**src/rtl/data_path_loader_pkg.sv**
```systemverilog
// Shared types and widths for the host-side stream loader feeding data_path storages.
package data_path_loader_pkg;
    localparam int WORD_W        = 16;
    localparam int WORDS_PER_ROW = 3;
    localparam int ROW_W         = WORD_W * WORDS_PER_ROW;
    localparam int INDEX_W       = 32;
    localparam int CODE_W        = 12;
    localparam int CNT_W         = 16;

    typedef enum logic [1:0] {
        TGT_INPUT  = 2'd0,
        TGT_WEIGHT = 2'd1,
        TGT_LABEL  = 2'd2,
        TGT_CODE   = 2'd3
    } target_e;

    typedef enum logic [2:0] {
        S_IDLE, S_BASE, S_COUNT, S_PAYLOAD, S_WRITE, S_CHECK, S_DONE
    } state_e;
endpackage

```
**src/rtl/data_path_loader_row_packer.sv**
```systemverilog
// Packs WORDS_PER_ROW stream words into one row, first word in the low slice.
module data_path_loader_row_packer
    import data_path_loader_pkg::*;
(
    input  logic              i_clk,
    input  logic              i_rst_n,
    input  logic              i_clear,
    input  logic              i_push,
    input  logic [WORD_W-1:0] i_word,
    output logic [ROW_W-1:0]  o_row,
    output logic              o_last,
    output logic              o_full
);
    localparam int CW = $clog2(WORDS_PER_ROW + 1);

    logic [CW-1:0]    r_cnt;
    logic [ROW_W-1:0] r_row;

    always_ff @(posedge i_clk) begin
        if (!i_rst_n || i_clear) begin
            r_cnt <= '0;
            r_row <= '0;
        end else if (i_push && !o_full) begin
            r_row[int'(r_cnt)*WORD_W +: WORD_W] <= i_word;
            r_cnt <= r_cnt + 1'b1;
        end
    end

    // o_last flags that the word being pushed now completes the row
    assign o_last = (r_cnt == CW'(WORDS_PER_ROW - 1));
    assign o_full = (r_cnt == CW'(WORDS_PER_ROW));
    assign o_row  = r_row;
endmodule

```
**src/rtl/data_path_loader.sv**
```systemverilog
// Stream packet parser issuing row/line write pulses to data_path storages.
// Optional trailer checksum enabled by defining LOADER_CHECKSUM_EN.
module data_path_loader
    import data_path_loader_pkg::*;
(
    input  logic               clk_clk,
    input  logic               reset_reset_n,
    input  logic [WORD_W-1:0]  s_data,
    input  logic               s_valid,
    output logic               s_ready,
    output logic [INDEX_W-1:0] mat_write_layer,
    output logic [INDEX_W-1:0] mat_write_row,
    output logic [ROW_W-1:0]   mat_write_data,
    output logic               input_is_write,
    output logic               weight_is_write,
    output logic               label_is_write,
    output logic [INDEX_W-1:0] code_write_line,
    output logic [CODE_W-1:0]  code_write_data,
    output logic               code_is_write,
    output logic               busy,
    output logic               done,
    output logic               err
);
`ifdef LOADER_CHECKSUM_EN
    localparam state_e S_END = S_CHECK;
`else
    localparam state_e S_END = S_DONE;
`endif

    state_e             r_state, w_next;
    target_e            r_tgt;
    logic [INDEX_W-1:0] r_base;
    logic [CNT_W-1:0]   r_count, r_row;
    logic               r_live;
    logic               w_xfer, w_last_row, w_wr;
    logic               w_pk_last, w_pk_full;
    logic [ROW_W-1:0]   w_row;

    assign w_xfer     = s_valid & s_ready;
    assign w_last_row = (r_row == r_count - 1'b1);
    assign w_wr       = (r_state == S_WRITE);

    data_path_loader_row_packer u_packer (
        .i_clk   (clk_clk),
        .i_rst_n (reset_reset_n),
        .i_clear (w_wr),
        .i_push  (w_xfer && r_state == S_PAYLOAD),
        .i_word  (s_data),
        .o_row   (w_row),
        .o_last  (w_pk_last),
        .o_full  (w_pk_full)
    );

    always_ff @(posedge clk_clk) begin
        if (!reset_reset_n) begin
            r_state <= S_IDLE;
            r_live  <= 1'b0;
        end else begin
            r_state <= w_next;
            r_live  <= 1'b1;
        end
    end

    always_ff @(posedge clk_clk) begin
        if (!reset_reset_n) begin
            r_tgt   <= TGT_INPUT;
            r_base  <= '0;
            r_count <= '0;
            r_row   <= '0;
        end else begin
            if (r_state == S_IDLE && w_xfer)  r_tgt  <= target_e'(s_data[1:0]);
            if (r_state == S_BASE && w_xfer)  r_base <= INDEX_W'(s_data);
            if (r_state == S_COUNT && w_xfer) begin
                r_count <= s_data;
                r_row   <= '0;
            end
            if (w_wr && !w_last_row) r_row <= r_row + 1'b1;
        end
    end

    always_comb begin
        w_next = r_state;
        case (r_state)
            S_IDLE:    if (w_xfer) w_next = S_BASE;
            S_BASE:    if (w_xfer) w_next = S_COUNT;
            S_COUNT:   if (w_xfer) w_next = (s_data == '0) ? S_END : S_PAYLOAD;
            // code lines are a single word; matrix rows wait for the packer
            S_PAYLOAD: if (w_xfer && (r_tgt == TGT_CODE || w_pk_last)) w_next = S_WRITE;
            S_WRITE:   w_next = w_last_row ? S_END : S_PAYLOAD;
            S_CHECK:   if (w_xfer) w_next = S_DONE;
            S_DONE:    w_next = S_IDLE;
            default:   w_next = S_IDLE;
        endcase
    end

    assign s_ready = r_live && (r_state == S_IDLE || r_state == S_BASE || r_state == S_COUNT ||
                                r_state == S_PAYLOAD || r_state == S_CHECK);
    assign busy    = (r_state != S_IDLE);
    assign done    = (r_state == S_DONE);

    assign input_is_write  = w_wr && w_pk_full && r_tgt == TGT_INPUT;
    assign weight_is_write = w_wr && w_pk_full && r_tgt == TGT_WEIGHT;
    assign label_is_write  = w_wr && w_pk_full && r_tgt == TGT_LABEL;
    assign code_is_write   = w_wr && r_tgt == TGT_CODE;

    assign mat_write_layer = r_base;
    assign mat_write_row   = INDEX_W'(r_row);
    assign mat_write_data  = w_row;
    assign code_write_line = r_base + INDEX_W'(r_row);
    assign code_write_data = w_row[CODE_W-1:0];

`ifdef LOADER_CHECKSUM_EN
    logic [WORD_W-1:0] r_sum;
    logic              r_err;

    always_ff @(posedge clk_clk) begin
        if (!reset_reset_n) begin
            r_sum <= '0;
            r_err <= 1'b0;
        end else if (w_xfer) begin
            case (r_state)
                S_IDLE: begin
                    r_sum <= s_data;
                    r_err <= 1'b0;
                end
                S_CHECK: r_err <= (s_data != r_sum);
                default: r_sum <= r_sum + s_data;
            endcase
        end
    end

    assign err = r_err;
`else
    assign err = 1'b0;
`endif
endmodule

```
**config.mk**
```make
export PLATFORM = sky130hd
export DESIGN_NAME = data_path_loader
export DESIGN_NICKNAME = d
export VERILOG_FILES = /design/src/rtl/data_path_loader_pkg.sv /design/src/rtl/data_path_loader_row_packer.sv /design/src/rtl/data_path_loader.sv
export SDC_FILE = /design/constraint.sdc
export NUM_CORES = 1
export LEC_CHECK = 0
export ABC_AREA = 1
export CAP_MARGIN = 25
export CORE_MARGIN = 2
export CORE_UTILIZATION = 30
export DETAILED_ROUTE_END_ITERATION = 12
export PLACE_DENSITY = 0.53
export SYNTH_ARGS = -nofsm -noshare
export SYNTH_HDL_FRONTEND = slang
export SYNTH_SLANG_ARGS = --single-unit
export TNS_END_PERCENT = 5
```
**constraint.sdc**
```tcl
create_clock -name clk_clk -period 3.3 [get_ports clk_clk]
set_input_delay 0.66 -clock clk_clk [delete_from_list [all_inputs] [get_ports clk_clk]]
set_output_delay 0.66 -clock clk_clk [all_outputs]
set_load 0.01 [all_outputs]
```
# After elaboration in Yosys (flattened, before gate mapping)
# Cells that the tools add are included.
word_totals:
  out_inout_bits: 164
  in_bits: 19
  reg_bits: 104
  wordCells: 73
classes:
  muxes: 12
  addsub: 5
  n_bitwise: 1
  n_eq_ne: 17
  shifts: 2
  n_reduce_logical: 28
op_table:
  columns: ["cell", "count"]
  rows:
  - ["$bwmux W48", 1]
  - ["$shift A16 B33 Y48 const A", 1]
  - ["$shiftx A16 B33 Y48", 1]
  - ["$neg A6 Y33", 1]
  - ["$mux W16", 2]
  - ["$mux W3", 7]
  - ["$pmux W3 S6", 1]
  - ["$add A16 B16 Y17", 1]
  - ["$add A16 B1 Y16 const B", 1]
  - ["$eq A16 B16 Y1", 1]
  - ["$logic_not A16 Y1", 1]
  - ["$sub A16 B1 Y16 const B", 1]
  - ["$logic_and A1 B1 Y1", 13]
  - ["$ne A2 B2 Y1 const B", 5]
  - ["$eq A3 B3 Y1 const B", 3]
  - ["$eq A2 B2 Y1 const B", 4]
  - ["$eq A3 B2 Y1 const B", 2]
  - ["$logic_or A1 B1 Y1", 6]
  - ["$reduce_and A5 Y1", 1]
  - ["$eq A3 B1 Y1 const B", 1]
  - ["$logic_not A1 Y1", 3]
  - ["$logic_not A3 Y1", 1]
  - ["$reduce_bool A3 Y1", 1]
  - ["$add A2 B1 Y2 const B", 1]
  - ["other kinds (5)", 5]

# Depth between registers and ports, before layout
# Gate-level depths: netlist (run 1).
depth:
  depth_word: 10
  mapped_depth: 16
  ltp_nobuf: 15

# Hierarchy
# A second synthesis (run 1) with hierarchy kept.
hier_totals:
  hier_cells: 946
  hier_area_um2: 6655.1
modules_own_cells:
  columns: ["mod", "cells_each", "area_each_um2", "instances", "seq_area_each_um2"]
  rows:
  - ["data_path_loader", 674, 4570.6, 1, 1081.0]
  - ["data_path_loader_row_packer", 272, 2084.5, 1, 1001.0]

# Worst setup path after synthesis (run 1)
# OpenSTA, ideal clock, no wires.
synth_timing:
  path_kind: "register to output"
  from: "reg r_row[2]"
  to: "out code_write_line[11]"
  t_required_ns: 2.640
  path_buffers: 0
  t_arrival_ns: 2.058
  slack_ns: 0.582
  stages_incl_launch_ff: 11
  path_cell_list: "dfxtp_1 ha_1 nand2_1 o21ai_0 inv_1 nor2_1 nor2_1 o21ai_0 a21boi_0 o21ai_0 xor2_1"
synth_between:
  elab_chain_len: 1
synth_rtl:
  columns: ["element", "line_no", "source"]
  rows:
  - ["start: declaration", "data_path_loader.sv:33", "logic [CNT_W-1:0] r_count, r_row;"]
  - ["start signal: assignment", "data_path_loader.sv:77", "if (w_wr && !w_last_row) r_row <= r_row + 1'b1;"]
  - ["$add A16 B16 Y17", "data_path_loader.sv:109", "assign code_write_line = r_base + INDEX_W'(r_row);"]
  - ["end: declaration", "data_path_loader.sv:17", "output logic [INDEX_W-1:0] code_write_line,"]
# Every way passes these cells.

# Final worst setup path (run 1)
layout_timing:
  from: "reg r_base[2] (netlist: mat_write_layer[2])"
  to: "out code_write_line[7]"
layout_between:
  elab_chain_len: 1
layout_rtl:
  columns: ["element", "line_no", "source"]
  rows:
  - ["start: declaration", "data_path_loader.sv:32", "logic [INDEX_W-1:0] r_base;"]
  - ["start signal: assignment", "data_path_loader.sv:72", "if (r_state == S_BASE && w_xfer) r_base <= INDEX_W'(s_data);"]
  - ["$add A16 B16 Y17", "data_path_loader.sv:109", null]
# Every way passes these cells.

==> reports/summary.txt, run 1 <==
Status - finished clean
Chip height - 146 µm
I/O pin cnt - 183
Setup CP Type - reg -> out
GRT Residual Overflow - 0
Seq cells post-synth - 104
Critical path fanouts, max - 5
CP cell instances - ha_4, nand2_1, o21ai_1, inv_1, nor2_1, nor2_2, o21ai_1, buf_4, xor2_1, clkdlybuf4s50_1
Actual slew at the worst max-slew pin - 643 ps
Clk slew on worst S/H paths - 80 ps
Crit start category - register
Number of distinct library cells after synthesis - 34
Most frequent CP cell - o21ai_1
Hold Path Class - reg -> reg
Synth top cells by count - 144 x nand2_1, 114 x a21oi_1, 104 x dfxtp_1
Fmax - 0.313 GHz
WL final - 19600 µm
Max incr delay on CP - 570 ps
Hold depth - 2
Initial antenna violation count - 0
Ys async rst share - 0%
Die ar. - 21400 µm²
Clock buffer count from CTS - 9
Initial Util - 30.3%
Final Max Tran Viols - 0
Max cap viols - 0
CP required - 2640 ps
Dpl cell area - 7580 µm²
Top cell type's share of synthesized area - 34.2%
Post-synth top flop - dfxtp_1
Hold Fails Final Rpt - 0
Vias per cell - 4.64
Peak supply drop - 267 µV
GP Congestion - 0.907
Clock skew - 7.60 ps
Nets - 1045
Avg Synthesized Cell Area - 6.99 µm²
CORE AREA - 20000 µm²
# clock sinks - 104
Sequential area share after synthesis - 34.2%
Starting DRT DRC Count - 395
IO Port Bufs - 134
Skew-Pair Late Insertion Delay - 360 ps
Ranking of synthesized cells by area - dfxtp_1 34%, a21oi_1 9.4%, nand2_1 8.9%
Reg2reg path depth - 12
Area leader, netlist - dfxtp_1
P per Cell Area - 325 nW/µm²
Worst setup EP type - primary output
Area Growth Syn to Fin - 30.9%
Post-Synthesis Cells - 870
Final Total Pwr - 2.59 mW
Layout cells sized above 1 - 8.04%
Synth Cell Area - 6080 µm²
Post-synth EDFFs - 0
Most common cell in the netlist - nand2_1
Max transition margin - 56.8%
Antenna Nets Post-Route - 0
Routed vias - 5922
Die Width - 146 µm
Setup-failing EPs final - 0
CTS tree - yes
# diodes - 0
Crit share post-route - 96.9%
First-pass DRT Iterations - 5
# DRC - 0
FP Rows - 52
Largest net degree at the start of global routing - 51
Avg WL per Cell - 15.3 µm
Fin area - 7960 µm²
Root Buffer - clkbuf_16
Ys Warns - 0
Min Tclk post-route - 3200 ps
H-tree levels - 3
First-pass GRT wire length - 30400 µm
CP max-delay cell - clkdlybuf4s50_1
P_leak - 3.37 nW
GRT Resource Usage Total - 18.0%
Final HPWL DP - 15000 µm
Clock buffer depth - 2
WP data arrival - 2540 ps
Vias in the first global route - 5606
-- state kept, by name (all words and copies together), names as in the netlist --
signal	cells
r_row	16
u_packer.r_cnt	2
r_tgt	2
r_count	16
r_live	1
u_packer.o_row	48
r_state	3
mat_write_layer	16
-- area by class of cell --
type                    instances  area, µm²
flip-flops and latches        104       2080
multi-input cells             640       3350
well taps                     270        338
fillers                      2150      12100
inverters                      81        308
repair buffers                166       1590
clock inverters                 7       68.8
clock buffers                   9        225
-- metal layers --
metal	wire, µm	up-vias	global-route usage (%)
met5	0	-	0
met1	9310	2709	24.4
met3	1070	27	4.31
li1	-	3024	-
met4	405	0	5.63
met2	8790	162	28.4
-- placed cells by master, fill, tap and decap left out, types with 2 or more instances in the layout --
cell type	n
nand2_1	143
clkdlybuf4s50_1	126
a21oi_1	109
dfxtp_1	103
nor2_1	94
nand3_1	88
inv_1	76
conb_1	48
o21ai_0	33
buf_4	32
nand4_1	25
ha_1	18
xor2_1	17
xnor2_1	15
nor3_1	9
clkbuf_16	9
a21oi_2	5
nand2_2	5
ha_4	4
dlymetal6s2s_1	4
dlygate4sd2_1	4
nand3b_1	3
nand2_4	3
clkinv_2	3
inv_8	3
inv_6	3
o21ai_1	2
o21ai_2	2
inv_2	2
nor3_2	2
a211oi_1	2
or2_2	2
-- logic make-up after synthesis --
logic type | count (synthesis) | share of synthesized area (%)
adders and majority gates | 24 | 5.06
DFF | 104 | 34.2
buffers and inverters | 173 | 15.0
other | 1 | 0.0617
AOI/OAI and AO/OA | 158 | 13.3
xor gates and xnor gates | 32 | 4.61
and+or+nand+nor | 378 | 27.7
-- per-stage QoR --
step	hold slack, ps	cells	utilization [%]	TNS (ps)	setup slack (ps)
after global routing	487	1277	39.7	-3.75	-3.75
after CTS	470	1277	39.4	-67.8	-56.5
after global placement	453	1261	37.8	0	65.6
final	466	1277	39.7	0	101
after detailed placement	457	1261	37.8	0	55.0
after floorplan	448	917	-	0	582
-- where the power goes --
part           switching (mW)  internal (mW)  leakage, nW
sequential             0.0113           1.26        0.839
combinational           0.146         0.0742         2.39
clock                   0.557          0.539        0.147
-- critical path: cells and delay by family, from the launching register on --
family | cells | cell delay, ps
simple gates | 3 | 260
buf+inv | 3 | 760
compound gates | 2 | 330
xor+xnor | 1 | 190
flops | 1 | 340
fa+ha+maj | 1 | 300
-- worst paths after layout --
path	start	to	slack, ps
max reg2reg	r_count[0]$_SDFFE_PN0P_	r_row[2]$_SDFFE_PN0P_	830
min reg2reg	u_packer.o_row[20]$_SDFFE_PP0P_	u_packer.o_row[20]$_SDFFE_PP0P_	470
max	mat_write_layer[2]$_SDFFE_PN0P_	code_write_line[7]	100
min	u_packer.o_row[20]$_SDFFE_PP0P_	u_packer.o_row[20]$_SDFFE_PP0P_	470
-- repair_timing --
item                       CTS  global route
pin swaps                    1             0
setup endpoints to repair   10             6
hold buffers                 0             0
buffers inserted             0             0
resized for setup           16            13
Note: power is estimated with default switching activity, not from simulation.
==> run 2, diff against run 1 <==
CORE_UTILIZATION = 45   (was 30)
PLACE_DENSITY = 0.75   (was 0.53)
==> run 2 against run 1 <==
Non-clock buffer count unchanged. Fmax fell by 0.35%. Core utilization grew 19 points. Die area decreased by 33%. Setup slack got worse by 11 ps. Critical path type unchanged. Critical endpoint unchanged.
==> reports/summary.txt, run 2 (synthesis gave the netlist of run 1 again) <==
Nets - 1045 (unchanged)
R2R Path Start - r_count[0]$_SDFFE_PN0P_
Initial antenna violation count - 0 (unchanged)
Worst setup EP type - primary output
Crit share post-route - 97.3% (+0.34 points)
Final Total Pwr - 2.50 mW (-3.3%)
Util after Layout - 58.8% (+19 points)
First-pass DRT Iterations - 5 (unchanged)
# diodes - 0 (unchanged)
First-pass GRT wire length - 27700 µm (-8.9%)
Routed vias - 6010 (+1.5%)
Clock buffer count from CTS - 9 (unchanged)
Critical path fanouts, max - 5 (unchanged)
Clock skew - 12.3 ps (+4.72 ps)
# clock sinks - 104 (unchanged)
WL final - 17800 µm (-9.1%)
Max cap viols - 0 (unchanged)
# fillers - 1280 (-40%)
Clk slew on worst S/H paths - 80 ps (about the same)
Commonest non-fill, non-tap cell in the layout - nand2_1
Min Tclk post-route - 3210 ps (+11.1 ps)
Avg WL per Cell - 15.0 µm (-1.8%)
P per Cell Area - 321 nW/µm² (-1.2%)
Max reg flops - 48 (unchanged)
Hold depth - 2 (unchanged)
Area of the multi-input gates - 3320 µm² (-0.86%)
Final HPWL DP - 13600 µm (-9.4%)
CTS tree - yes
P_leak - 3.34 nW (-1.0%)
Fin Setup TNS - 0 ps (unchanged)
WP data arrival - 2550 ps (about the same)
Hold Fails Final Rpt - 0 (unchanged)
GP Congestion - 0.958 (+5.7%)
# DRC - 0 (unchanged)
Reg2reg path depth - 15 (+3)
Antenna Nets Post-Route - 0 (unchanged)
HP Start - u_packer.o_row[45]$_SDFFE_PP0P_
Crit start category - register
RSZ-0062 raised after global routing - yes
Setup-failing EPs final - 0 (unchanged)
Die ar. - 14500 µm² (-33%)
Hold Slack - 466 ps (-0.302 ps)
Die Width - 120 µm (-18%)
Largest net degree at the start of global routing - 44 (-14%)
Final Max Tran Viols - 0 (unchanged)
Hold Path Class - reg -> reg
GRT Resource Usage Total - 24.1% (+6.1 points)
FP Rows - 42 (-19%)
H-tree levels - 3 (unchanged)
Clock buffer depth - 2 (unchanged)
Fmax - 0.311 GHz (-0.35%)
Skew-Pair Late Insertion Delay - 350 ps (about the same)
CP required - 2640 ps (about the same)
Chip height - 120 µm (-18%)
Commonest cells after routing, fill and taps aside - 144 x nand2_1, 127 x clkdlybuf4s50_1, 113 x a21oi_1
Starting DRT DRC Count - 570 (+44%)
I/O pin cnt - 183 (unchanged)
Vias per cell - 5.08 (+9.6%)
Status - finished clean
GRT Residual Overflow - 0 (unchanged)
Initial Util - 45.9% (+16 points)
IO Port Bufs - 134 (unchanged)
Actual slew at the worst max-slew pin - 782 ps (+139 ps)
Area Growth Syn to Fin - 28.1%
Setup slack after layout - 89.7 ps (-11.1 ps)
Sequential Area - 2080 µm² (about the same)
Root Buffer - clkbuf_16
CP startpoint - r_row[2]$_SDFFE_PN0P_
CORE AREA - 13200 µm² (-34%)
Setup CP Type - reg -> out
Vias in the first global route - 5493 (-2.0%)
Peak supply drop - 351 µV (+31%)
Pre-CTS setup slack - 108 ps (+52.8 ps)
Layout cells sized above 1 - 7.46% (-0.59 points)
Max transition margin - 47.4% (-9.5 points)
-- run 2: cell types whose count changed in the layout (fill, tap and decap cells not counted), sizes merged --
cell | before | now
inv | 84 | 81
clkbuf | 9 | 10
dlymetal6s2s | 4 | 3
clkinvlp | 0 | 1
clkdlybuf4s50 | 126 | 127
-- run 2: cell type report --
cell class / count / area share [%]
multi-input combinational: 640 / 42.7
clock inverter: 5 / 0.530
timing repair buffer: 166 / 20.3
sequential: 104 / 26.8
inverter: 81 / 3.95
clock buffer: 10 / 2.94
tap: 176 / 2.83
-- run 2: what timing repair did --
action                     4_1_cts  5_1_grt
resized for setup               10       14
setup endpoints to repair       10        8
buffers inserted                 0        0
hold buffers                     0        0
-- run 2: power breakdown --
group          internal [mW]  total (mW)  switching, mW
Sequential              1.26        1.28         0.0115
Combinational         0.0749       0.219          0.144
Clock                  0.518        1.01          0.492
-- run 2: per-stage QoR --
stage | cells | area, µm²
floorplan | 917 | 6260
global placement | 1167 | 7450
detailed placement | 1167 | 7450
CTS | 1182 | 7730
global route | 1182 | 7790
finish | 1182 | 7790
-- run 2: worst max-delay path: stages (launching register included) --
cell and delay (ps):
dfxtp_1 340, ha_4 300, nand2_1 60, o21ai_1 180
inv_1 60, nor2_1 120, nor2_2 70, o21ai_2 150
buf_4 130, xor2_1 200, clkdlybuf4s50_1 580
-- run 2: metal layers --
| metal | vias to the layer above | part of all wire [%] | track usage, % |
|---|---|---|---|
| met1 | 2756 | 44 | 32.0 |
| met2 | 210 | 46 | 39.2 |
| met5 | - | 0 | 0 |
| li1 | 3021 | - | - |
| met4 | 0 | 2.0 | 6.90 |
| met3 | 23 | 7.9 | 5.80 |
-- run 2: path summary, 6_finish.rpt --
path	to	slack (ps)
max	code_write_line[7]	90
min	u_packer.o_row[45]$_SDFFE_PP0P_	470
max reg2reg	r_row[0]$_SDFFE_PN0P_	650
min reg2reg	u_packer.o_row[45]$_SDFFE_PP0P_	470
==> RTL edit 1, RTL diff (flow settings as in run 2) <==
Change the package constant `CODE_W` from 12 to 8.
--- a/src/rtl/data_path_loader_pkg.sv
+++ b/src/rtl/data_path_loader_pkg.sv
@@ -5,5 +5,5 @@
     localparam int ROW_W         = WORD_W * WORDS_PER_ROW;
     localparam int INDEX_W       = 32;
-    localparam int CODE_W        = 12;
+    localparam int CODE_W        = 8;
     localparam int CNT_W         = 16;
 
Ports: changed (resized code_write_data); port bits go from 183 to 179. The function was not compared with the original's and may differ.
==> RTL edit 1 against run 2 <==
  * Final cell count shrank 0.68%
  * Hold slack about the same
  * Synthesized area decreased by 0.49%
  * Clock power up 6%
  * Critical path depth unchanged
  * Sequential share of layout area increased by 0.26 points
  * Wire length rose by 0.69%
  * First-iteration DRC count down 14%
  * Power is 2.5% higher
  * Sequential cell count is the same
  * Setup slack lost 0.021 ns
  * Cell area down 1.0%
  * Critical path type unchanged
  * Largest cell class unchanged
==> RTL edit 1: results (changes against run 2) <==
- Hold Crit Start: u_packer.o_row[30]
- Area of the multi-input gates: 0.00328 mm2 (-1.3%)
- # port buffers: 130 (-3.0%)
- Slew margin rel.: 0.463 (-0.0107)
- Initial drt markers: 493 (-14%)
- R2R setup slack: 0.54 ns (-0.11 ns)
- Non-CTS buffers: 157 (-5.4%)
- Non-clk buf share: 0.197 (-0.00633)
- Clock-cell share: 0.0388 (+0.00409)
- Total wire length: 17,900 um (+0.69%)
- Placement Cell Area: 0.00739 mm2 (-0.87%)
- Switching Fraction: 0.271 (+0.0128)
- PwrDens: 333 mW/mm2 (+3.6%)
- Status: finished clean
- Vias in the first global route: 5,531 (+0.69%)
- Multi-input combinational area share: 0.426 (-0.00109)
- RePlAce Congestion: 0.916 (-4.4%)
- Placed insts: 1,158 (-0.77%)
- Largest net degree at the start of global routing: 41 (-6.8%)
- CP arrival: 2.57 ns (+0.02 ns)
- Sequential cell area share: 0.270 (+0.00262)
- GRT Util Overall: 0.244 (+0.00263)
- Synth top area cells: dfxtp_1 34%, a21oi_1 9.4%, nand2_1 8.9%, nand3_1 7.3%, buf_4 7.2%
- First-pass GRT wire length: 27,700 um (+0.27%)
- Clock-net power: 1.07 mW (+6%)
- Clock buffer count: 9 (-1)
- Post-Syn Area per Cell: 6.99 um2 (about the same)
- Critical path peak fanout: 3 (-2)
- Fillers: 1,264 (-1.3%)
- R2R Path End: r_row[9]
- Clock Skew: 0.00825 ns (-0.00407 ns)
- Post-DP HPWL: 13,600 um (+0.30%)
-- RTL edit 1: cell types whose count changed after synthesis --
cell / run 2 / this run
buf_4: 62 / 58
-- RTL edit 1: how the worst max path moves through the flow --
| stage | startpoint | to | slack, ns | depth (start not counted) |
|---|---|---|---|---|
| floorplan | r_row[2] | code_write_line[11] | 0.58 | 10 |
| global placement | mat_write_layer[2] | code_write_line[15] | 0.08 | 11 |
| detailed placement | mat_write_layer[2] | code_write_line[15] | 0.03 | 11 |
| CTS | r_row[5] | code_write_line[10] | 0.01 | 8 |
| global route | mat_write_layer[2] | code_write_line[9] | -0.07 | 10 |
| finish | mat_write_layer[2] | code_write_line[9] | 0.07 | 10 |
-- RTL edit 1: timing repair --
item	CTS	global route
cloned	0	0
buffers inserted	0	0
pin swaps	1	0
gates resized for setup	13	5
setup endpoints to repair	10	5
-- RTL edit 1: metal layers --
layer	share of wire	wire length, um	GRT usage
met1	0.43	7790	0.318
met4	0.029	518	0.0978
met3	0.085	1520	0.0703
met5	0	0	0
met2	0.45	8080	0.379
-- RTL edit 1: cells by family after synthesis --
logic type,share of synthesized area
AO/OA/AOI/OAI,0.134
XOR/XNOR,0.0463
other,0.000620
buffers and inverters,0.146
flip-flops,0.344
adder cells (fa/ha/maj),0.0509
AND/OR/NAND/NOR,0.279
-- RTL edit 1: worst min-delay path: stages, from the launching register on --
cell	delay, ns
dfxtp_1	0.31
nand2_1	0.06
a21oi_1	0.05
-- RTL edit 1: per-stage QoR --
stage,setup WS [ns],hold WS [ns]
finish,0.0685,0.466
global route,-0.0681,0.488
CTS,0.0109,0.469
detailed placement,0.0293,0.457
global placement,0.0814,0.455
floorplan,0.582,0.448
==> RTL edit 2, RTL diff (flow settings as in run 2) <==
Without the edit above. Re-encode `state_e` (7 states) as one-hot, 7 bits wide.
--- a/src/rtl/data_path_loader_pkg.sv
+++ b/src/rtl/data_path_loader_pkg.sv
@@ -15,6 +15,6 @@
     } target_e;
 
-    typedef enum logic [2:0] {
-        S_IDLE, S_BASE, S_COUNT, S_PAYLOAD, S_WRITE, S_CHECK, S_DONE
+    typedef enum logic [6:0] {
+        S_IDLE = 7'b0000001, S_BASE = 7'b0000010, S_COUNT = 7'b0000100, S_PAYLOAD = 7'b0001000, S_WRITE = 7'b0010000, S_CHECK = 7'b0100000, S_DONE = 7'b1000000
     } state_e;
 endpackage
Formal check against the unedited RTL: no difference found for any inputs over 10 cycles, from zero or initial values and one cycle with reset_reset_n low; not proved beyond that.
==> RTL edit 2 against run 2 <==
  * Cell area is 6.6% higher
  * Synthesized cell count rose by 12%
  * Critical endpoint unchanged
  * Setup slack gained 0.12 ns
  * Synthesized area rose by 9.4%
  * Sequential cell count rose by 3
  * Wire length is 7.0% higher
  * Clock skew shrank 0.0055 ns
  * Critical path type unchanged
  * Critical path depth down 2
  * Utilization shrank 1.4 points
  * Die area is 9.0% higher
Power is not compared: it rests on default switching activity, and its combinational part moved more than twofold at a synthesized area within 25%.
==> RTL edit 2: results (changes against run 2) <==
- Max FFs per register: 48 (unchanged)
- Ratio of cells with drive above 1 in the final layout: 0.0812 (+0.00660)
- Post-DP HPWL: 14,100 um (+4.0%)
- Yosys Warn Count: 0 (unchanged)
- R2R depth: 14 (-1)
- CP delay by family, top: buffers and inverters
- Clock Skew: 0.00682 ns (-0.00550 ns)
- Initial drt markers: 471 (-17%)
- Vias in the first global route: 5,872 (+6.9%)
- Fillers: 1,410 (+10%)
- CTS H-tree lvls: 3 (unchanged)
- Reg-to-Reg Start: r_count[0]
- Placement Cell Area: 0.00800 mm2 (+7.4%)
- Worst min path class: reg -> reg
- Slowest stage cell, crit path: clkdlybuf4s50_1
- Sequential-to-total area share from yosys stat: 0.322 (-0.0203)
- Routed via count: 6,535 (+8.7%)
- Max stage delay on crit path: 0.56 ns (-0.02 ns)
- Hold Slack: 0.484 ns (+0.0179 ns)
- Largest net degree at the start of global routing: 51 (+16%)
- R2R Path End: r_row[4]
- GRT overflow: 0 (unchanged)
- GRT Util Overall: 0.236 (-0.00548)
- RePlAce Congestion: 0.893 (-6.8%)
- Total wire length: 19,000 um (+7.0%)
- Crit path from: mat_write_layer[2]
- Synth top cells by count: 201 x nor2_1, 142 x nand2_1, 107 x dfxtp_1
- Setup ws final: 0.205 ns (+0.116 ns)
- Post-Layout Cell Count: 1,293 (+9.4%)
- Post-synthesis instance total: 974 (+12%)
- Nets: 1,147 (+9.8%)
- Status: finished clean
- Yosys cell types: 41 (+21%)
- CP Capture Point: code_write_line[7]
- Final TNS setup: 0 ns (unchanged)
- Area of the multi-input gates: 0.00376 mm2 (+13%)
- R2R setup slack: 0.67 ns (+0.02 ns)
- Slew @ Worst Pin: 0.596 ns (-0.187 ns)
- Pre-CTS WS: -0.0956 ns (-0.203 ns)
- Synth top area cells: dfxtp_1 32%, nor2_1 11%, nand2_1 8.0%, buf_4 7.3%, o21ai_0 5.8%
- First-pass GRT wire length: 30,100 um (+8.8%)
- Worst Hold Path EP: u_packer.o_row[39]
- Hold Crit Start: u_packer.o_row[39]
- Critical path peak fanout: 4 (-1)
- CP arrival: 2.43 ns (-0.12 ns)
==> RTL edit 2: cell types whose count changed after synthesis, moves of 3 or more <==
cell | run 2 | this run
xor2_1 | 17 | 21
nor2_2 | 0 | 5
buf_2 | 3 | 9
xnor2_1 | 15 | 12
a21oi_1 | 114 | 72
nor2_1 | 95 | 201
nor4_1 | 1 | 10
nand3b_1 | 3 | 11
buf_4 | 62 | 65
nand4_1 | 25 | 16
dfxtp_1 | 104 | 107
nand3_1 | 88 | 59
clkbuf_1 | 24 | 15
o21ai_0 | 37 | 77
==> RTL edit 2: logic make-up (layout without fill, tap and decap cells) <==
logic type      count (synthesis)  count (layout)  share of synthesized area
flops                         107             107                      0.322
buf+inv                       177             265                      0.144
xor+xnor                       33              33                     0.0435
compound gates                155             155                      0.119
simple gates                  477             477                      0.325
fa+ha+maj                      24              24                     0.0463
other cells                     1              48                   0.000564
==> RTL edit 2: cell type report <==
class,count,share of cell area
clock buffer,11,0.0292
inverter,83,0.0380
clock inverter,5,0.00542
timing repair buffer,166,0.190
multi-input combinational,737,0.452
sequential,107,0.258
tap,184,0.0277
==> RTL edit 2: layer usage <==
metal / global-route usage / up-vias / routed length [um]
li1: - / 3317 / -
met1: 0.316 / 2911 / 8370
met2: 0.371 / 268 / 8550
met3: 0.0505 / 39 / 1440
met4: 0.0954 / 0 / 671
met5: 0 / - / 0
==> RTL edit 2: repair_timing <==
item,in CTS,in global routing
pin swaps,0,0
endpoints found under the setup margin,11,7
buffers inserted,0,0
gates resized for setup,13,13
==> RTL edit 2: power breakdown <==
| group | leakage [nW] | switching [mW] | internal [mW] | total [mW] |
|---|---|---|---|---|
| clock network | 0.138 | 0.519 | 0.545 | 1.06 |
| registers | 0.862 | 0.0240 | 1.31 | 1.34 |
| logic | 2.57 | 0.289 | 0.158 | 0.447 |
